File: config.mk
export PLATFORM = sky130hd
export DESIGN_NAME = mux_scan_sequencer
export DESIGN_NICKNAME = d
export VERILOG_FILES = /design/src/rtl/mux_scan_sequencer.sv
export SDC_FILE = /design/constraint.sdc
export NUM_CORES = 1
export LEC_CHECK = 0
export BUFFER_PORTS_ARGS = -buffer_cell sky130_fd_sc_hd__buf_2
export CORE_MARGIN = 10
export CORE_UTILIZATION = 59
export DETAILED_ROUTE_END_ITERATION = 16
export HOLD_SLACK_MARGIN = 0.15
export PLACE_DENSITY = 0.82
export SKIP_LAST_GASP = 1
export SLEW_MARGIN = 20
export SYNTH_ARGS = -nofsm -noshare
export SYNTH_HDL_FRONTEND = slang
export SYNTH_SLANG_ARGS = --single-unit
File: constraint.sdc
create_clock -name clk -period 3.1 [get_ports clk]
set_input_delay 0.465 -clock clk [delete_from_list [all_inputs] [get_ports clk]]
set_output_delay 0.465 -clock clk [all_outputs]
set_load 0.03 [all_outputs]
File: src/rtl/mux_scan_sequencer.sv
// Scans a 4:1 mux: steps the select through channels 0..3, dwells on each, samples the
// mux result, and offers the packed 4-bit frame on a valid/ready port with sticky overrun.
module mux_scan_sequencer #(
    parameter int DWELL_CYCLES = 4,
    parameter int CNT_W        = 8
) (
    input  logic       clk,
    input  logic       rst_n,
    input  logic       ena,
    input  logic       start,
    input  logic       cont,
    input  logic       mux_in,
    output logic [1:0] sel_out,
    output logic [3:0] frame_out,
    output logic       frame_valid,
    input  logic       frame_ready,
    output logic       busy,
    output logic       overrun
);

    typedef enum logic {
        S_IDLE,
        S_SCAN
    } state_t;

    localparam logic [CNT_W-1:0] RELOAD = CNT_W'(DWELL_CYCLES - 1);

    state_t           r_state;
    logic [1:0]       r_sel;
    logic [CNT_W-1:0] r_cnt;
    logic [3:0]       r_shift;
    logic [3:0]       r_frame;
    logic             r_valid;
    logic             r_overrun;

    state_t           w_nextState;
    logic [1:0]       w_nextSel;
    logic [CNT_W-1:0] w_nextCnt;
    logic [3:0]       w_nextShift;
    logic [3:0]       w_nextFrame;
    logic             w_nextValid;
    logic             w_nextOverrun;
    logic [3:0]       w_newFrame;
    logic             w_sampleEdge;
    logic             w_complete;
    logic             w_accept;

    assign w_sampleEdge = (r_state == S_SCAN) && (r_cnt == '0);
    assign w_complete   = w_sampleEdge && (r_sel == 2'd3);
    assign w_accept     = r_valid && frame_ready;

    always_comb begin
        w_nextState   = r_state;
        w_nextSel     = r_sel;
        w_nextCnt     = r_cnt;
        w_nextShift   = r_shift;
        w_nextFrame   = r_frame;
        w_nextValid   = r_valid;
        w_nextOverrun = r_overrun;
        w_newFrame    = r_shift;
        w_newFrame[r_sel] = mux_in;

        case (r_state)
            S_IDLE: begin
                if (start) begin
                    w_nextState   = S_SCAN;
                    w_nextSel     = 2'd0;
                    w_nextCnt     = RELOAD;
                    w_nextOverrun = 1'b0;
                end
            end
            S_SCAN: begin
                if (!w_sampleEdge) begin
                    w_nextCnt = r_cnt - CNT_W'(1);
                end else begin
                    w_nextShift = w_newFrame;
                    if (r_sel != 2'd3) begin
                        w_nextSel = r_sel + 2'd1;
                        w_nextCnt = RELOAD;
                    end else begin
                        w_nextSel = 2'd0;
                        if (cont) begin
                            w_nextCnt = RELOAD;
                        end else begin
                            w_nextState = S_IDLE;
                        end
                    end
                end
            end
            default: w_nextState = S_IDLE;
        endcase

        // A completing frame may replace the held one only if it is being consumed this edge.
        if (w_complete) begin
            if (!r_valid || w_accept) begin
                w_nextFrame = w_newFrame;
                w_nextValid = 1'b1;
            end else begin
                w_nextOverrun = 1'b1;
            end
        end else if (w_accept) begin
            w_nextValid = 1'b0;
        end
    end

    always_ff @(posedge clk or negedge rst_n) begin
        if (!rst_n) begin
            r_state   <= S_IDLE;
            r_sel     <= 2'd0;
            r_cnt     <= '0;
            r_shift   <= 4'd0;
            r_frame   <= 4'd0;
            r_valid   <= 1'b0;
            r_overrun <= 1'b0;
        end else if (ena) begin
            r_state   <= w_nextState;
            r_sel     <= w_nextSel;
            r_cnt     <= w_nextCnt;
            r_shift   <= w_nextShift;
            r_frame   <= w_nextFrame;
            r_valid   <= w_nextValid;
            r_overrun <= w_nextOverrun;
        end
    end

    assign sel_out     = r_sel;
    assign frame_out   = r_frame;
    assign frame_valid = r_valid;
    assign busy        = (r_state == S_SCAN);
    assign overrun     = r_overrun;

endmodule

==> flow_summary.ini, run 1 <==
[cells_and_area]
finalInstanceArea_sq_mm = 0.00129
final_common_cell = dfrtp_1
area_delta_synth_final_pct = 12.5
diodes = 0
final_cell_mix = dfrtp_1 (20), buf_2 (15), nand2_1 (14)
final_layout_size_suffix_gt1_share_pct = 28.2
fin_util_pct = 72.1
finalNonFillerCells = 149
fin_nets = 138

[worst_setup_path]
path_max_fanout = 6
cp_cell_sequence = inv_1 -> ha_1 -> and3b_1 -> and4_1 -> and3_4 -> mux2_4
cp.arrival_ns = 2.11
crit_slowest_cell = dfrtp_1
startpoint_type = flop
slowest_delay_ns = 0.43
startpoint = r_cnt[0]$_DFFE_PN0P_
r2r_setup_slack_ns = 1.18
endpoint = frame_out[2]$_DFFE_PN0P_
critPathRequiredTime_ns = 3.29
reg2reg_depth = 6
reg2reg_from = r_cnt[0]$_DFFE_PN0P_
worst-setup-path-type = flop to flop
worstSetupEndpointType = flop
reg2reg_to = frame_out[2]$_DFFE_PN0P_

[synth]
syn_inst = 107
synth_fp_nets = 120
synth_edf_count = 0
ys_seq_area_share_pct = 43.8
async_flop_share_pct = 100
synth_warnings = 0
syn_avg_cell_area_sq_um = 10.7
synth-seq-cells = 20
yosys.cell_types.count = 32
synth_top_flop_cell = dfrtp_1
syn_area_sq_mm = 0.00114

[timing]
rsz0062_at_grt = no
fmax_ghz = 0.521
period_minus_slack_ns = 1.92
slew_headroom_pct = 69.4
worst_slack_ns = 1.18
post-route-period-util_pct = 61.9
max_slew.worst_pin.slew_ns = 0.458
finalHoldViolCount = 0
skew_ns = 0.00402
final.setup.tns_ns = 0
worst_hold_slack_ns = 0.421
slew_viol_final = 0
finalSetupViolCount = 0

[pwr]
vdd_drop_max_v = 0.000514
leakagePower_nw = 0.613
power.total_mw = 0.922
power_density_mw_per_mm2 = 717

[global_routing]
globalRouteMet2Util_pct = 15.7
grtUsageTotal_pct = 11.0
top_usage_layer = met2
grt_pass1_wl_um = 3740
grt_pass1_vias = 770
grt_max_degree = 21
use_met3_pct = 3.31
antenna_found_initial = 0
met1_usage_pct = 15.7
overflow = 0

[detailed_routing]
dr.pass1.iters = 4
vias = 853
drc_errors = 0
wirelength_um = 2220
drt_iter0_markers = 32
viasPerCell = 5.72
post_drt_wl_per_cell_um = 14.9
ant_nets = 0

[clocking]
cts_buffer_depth = 2
cts_tree = built
clk_pin_slew_ns = 0.12
cts-buffers-inserted = 3
cts_setup_buffers = 0
cts.repair.resized = 0
clkLatencyLatePin_ns = 0.29
htree_levels = 1
root_buffer = clkbuf_4
cts.sinks = 20

[floorplanning]
die_y_um = 64.0
ioPinCount = 16
coreArea_sq_mm = 0.00178
chipWidth_um = 64.0
rows = 15
initial_utilization_pct = 64.1
dieArea_sq_mm = 0.00410

[placement]
hpwlAfterDp_um = 1720
dp.cells = 144
place_ws_ns = 1.20
numPortBuffers = 15
place_congestion = 0.818
placedInstanceArea_sq_mm = 0.00122

[worst_hold_path]
hp-class = input port to flop
hold_depth = 4

[run]
cap_violations = 0

[run_status]
status = finished clean
## metal layers
layer / share of wire, % / wire (um)
met5: 0 / 0
met4: 1.3 / 28
met3: 6.7 / 149
met2: 45 / 1000
met1: 47 / 1040
## worst max-delay path: cells and delay by family (launching register included)
family | cells | cell delay [ns]
adder cells (fa/ha/maj) | 1 | 0.19
buffers and inverters | 1 | 0.11
flip-flops | 1 | 0.43
multiplexers | 1 | 0.30
AND/OR/NAND/NOR | 3 | 0.78
## synthesized netlist by cell type (2+ instances only)
library cell   n  area share, %
and4_1         2            1.5
buf_6          2            2.0
nand4_1        2            1.1
inv_1          5            1.6
mux2_2         6            5.9
mux2_4         4            5.3
nand2_1       14            4.6
o21ai_0        8            3.5
nand3_1        6            2.6
nor3_1         4            1.8
nand2b_1       3            1.6
nor3b_1        2            1.3
dfrtp_1       20             44
o22a_1         3            2.3
ha_1           6            6.6
nor2_1         4            1.3
## flip-flops by register name, summed over array words and instances (netlist names)
signal / count
busy: 1
frame_out: 4
frame_valid: 1
overrun: 1
r_cnt: 8
r_shift: 3
sel_out: 2
## power by group
part	leakage (nW)	internal (mW)	switching [mW]
clock	0.0279	0.130	0.0796
combinational	0.325	0.145	0.169
sequential	0.260	0.324	0.0738
total	0.613	0.600	0.322
## kinds of logic (layout without fill, tap and decap cells)
kind of cell	after synthesis	count (layout)	share of synthesized area (%)
muxes	10	10	11.2
adders and majority gates	6	6	6.56
AOI/OAI and AO/OA	20	20	13.7
and+or+nand+nor	43	43	20.9
DFF	20	20	43.8
buffers and inverters	8	25	3.94
## timing repair
| item | 4_1_cts | 5_1_grt |
|---|---|---|
| setup endpoints to repair | 0 | 0 |
| endpoints found under the hold margin | 20 | 0 |
| hold buffers | 1 | 0 |
## worst min path at each step
stage	start	end	slack [ns]
finish	frame_ready	frame_valid$_DFFE_PN0P_	0.42
global route	frame_ready	frame_valid$_DFFE_PN0P_	0.42
CTS	frame_ready	frame_valid$_DFFE_PN0P_	0.42
detailed placement	rst_n	r_cnt[1]$_DFFE_PN0P_	0.44
global placement	rst_n	r_cnt[3]$_DFFE_PN0P_	0.43
floorplan	rst_n	busy$_DFFE_PN0P_	0.17
## layout make-up
class	instances	area [sq um]
Clock buffer	3	22.5
Clock inverter	1	30.0
Fill cell	130	497
Inverter	5	18.8
Multi-Input combinational cell	79	598
Sequential cell	20	500
Tap cell	25	31.3
Timing Repair Buffer	16	85.1
No activity file was read; power rests on OpenSTA's default activity.
==> inputs of run 2 (changes only) <==
CORE_UTILIZATION = 55   (was 59)
PLACE_DENSITY = 0.77   (was 0.82)
clock period = 2 ns   (was 3.1 ns; I/O delays follow)
==> flow_summary.ini, run 2 (synthesized netlist as in run 1, its figures left out) <==
[cells_and_area]
nFillCells = 166
diodes = 0
top_register = r_cnt
fin_nets = 141
largest_register_ffs = 8
final_layout_size_suffix_gt1_share_pct = 29.9
area_delta_synth_final_pct = 13.2
final_cell_mix = dfrtp_1 (20), buf_2 (15), nand2_1 (14)
final_common_cell = dfrtp_1

[detailed_routing]
vias = 868
viasPerCell = 5.64
ant_nets = 0
wirelength_um = 2360
post_drt_wl_per_cell_um = 15.4
drc_errors = 0
drt_iter0_markers = 15
dr.pass1.iters = 4

[worst_setup_path]
reg2reg_depth = 6
reg2reg_to = frame_out[1]$_DFFE_PN0P_
path_max_fanout = 6
worstSetupEndpointType = flop
cp.arrival_ns = 2.09
critPathRequiredTime_ns = 2.18
r2r_setup_slack_ns = 0.1
reg2reg_from = r_cnt[0]$_DFFE_PN0P_
worst-setup-path-type = flop to flop
startpoint_type = flop

[global_routing]
grt_pass1_vias = 821
grtUsageTotal_pct = 11.4
antenna_found_initial = 0
overflow = 0
grt_max_degree = 21
grt_pass1_wl_um = 3980

[clocking]
clkLatencyLatePin_ns = 0.29
cts_tree = built
cts.repair.resized = 0
htree_levels = 1
cts_buffer_depth = 2
cts-buffers-inserted = 3
clk_pin_slew_ns = 0.12
root_buffer = clkbuf_4
cts.sinks = 20

[floorplanning]
coreArea_sq_mm = 0.00196
ioPinCount = 16
dieArea_sq_mm = 0.00430
chipWidth_um = 65.6
die_y_um = 65.6
initial_utilization_pct = 58.3
rows = 16

[timing]
final.setup.tns_ns = 0
slew_headroom_pct = 68.4
max_slew.worst_pin.slew_ns = 0.473
worst_slack_ns = 0.0958
slew_viol_final = 0
skew_ns = 0.00633
fmax_ghz = 0.525
rsz0062_at_grt = no
finalSetupViolCount = 0
post-route-period-util_pct = 95.2
period_minus_slack_ns = 1.90
finalHoldViolCount = 0

[placement]
numPortBuffers = 15
place_ws_ns = 0.125
place_congestion = 0.868
hpwlAfterDp_um = 1880

[worst_hold_path]
hold_depth = 4
hp-start = frame_ready
min_to = frame_valid$_DFFE_PN0P_
hp-class = input port to flop

[pwr]
power_density_mw_per_mm2 = 1070
vdd_drop_max_v = 0.000570
leakagePower_nw = 0.621

[run]
cap_violations = 0

[run_status]
status = finished clean
-- run 2: worst max-delay path by stage --
stage	from	slack, ns	cells past startpoint	end
final	r_cnt[0]$_DFFE_PN0P_	0.1	6	frame_out[1]$_DFFE_PN0P_
after global routing	r_cnt[0]$_DFFE_PN0P_	0.01	6	frame_out[1]$_DFFE_PN0P_
after CTS	r_cnt[0]$_DFFE_PN0P_	0.09	6	frame_out[1]$_DFFE_PN0P_
after detailed placement	r_cnt[0]$_DFFE_PN0P_	0.13	6	frame_out[1]$_DFFE_PN0P_
after global placement	r_cnt[0]$_DFFE_PN0P_	0.19	6	frame_out[3]$_DFFE_PN0P_
after floorplan	r_cnt[0]$_DFFE_PN0P_	0.18	8	frame_out[0]$_DFFE_PN0P_
-- run 2: critical path, cell delays in order, from the launching register on --
cell and delay, ns:
dfrtp_1 0.43, inv_1 0.11, ha_1 0.18, and3b_1 0.18, and4_1 0.32, and3_4 0.27, mux2_4 0.31
-- run 2: metal layers --
layer	vias up	track usage (%)	share of wire [%]
met3	2	3.22	5.4
li1	428	-	-
met2	21	18.5	48
met4	0	2.67	0.38
met1	417	14.5	46
met5	-	0	0
-- run 2: repair_timing --
action	CTS	global route
hold buffers	1	0
buffers inserted	0	0
endpoints found under the hold margin	20	0
-- run 2: power by group --
| group | switching [mW] | internal [mW] | leakage (nW) | total [mW] |
|---|---|---|---|---|
| Combinational | 0.279 | 0.259 | 0.340 | 0.538 |
| Sequential | 0.113 | 0.502 | 0.260 | 0.615 |
| Clock | 0.120 | 0.111 | 0.0210 | 0.230 |
| Total | 0.511 | 0.871 | 0.621 | 1.38 |
-- run 2: area by class of cell --
type	count	area, sq um	share of cell area, %
sequential	20	500	38.6
multi-input combinational	79	598	46.2
clock buffer	4	36.3	2.80
tap	27	33.8	2.61
inverter	5	18.8	1.45
timing repair buffer	19	108	8.31
-- run 2: through the flow --
step	util (%)	cell area [sq um]	power, mW	hold WS (ns)	instances
2_1_floorplan	-	1140	0.987	0.00441	107
3_3_place_gp	63.6	1250	1.13	0.260	149
3_5_place_dp	63.6	1250	1.15	0.270	149
4_1_cts	66.0	1290	1.39	0.249	154
5_1_grt	66.0	1290	1.47	0.279	154
6_report	66.0	1290	1.38	0.267	154
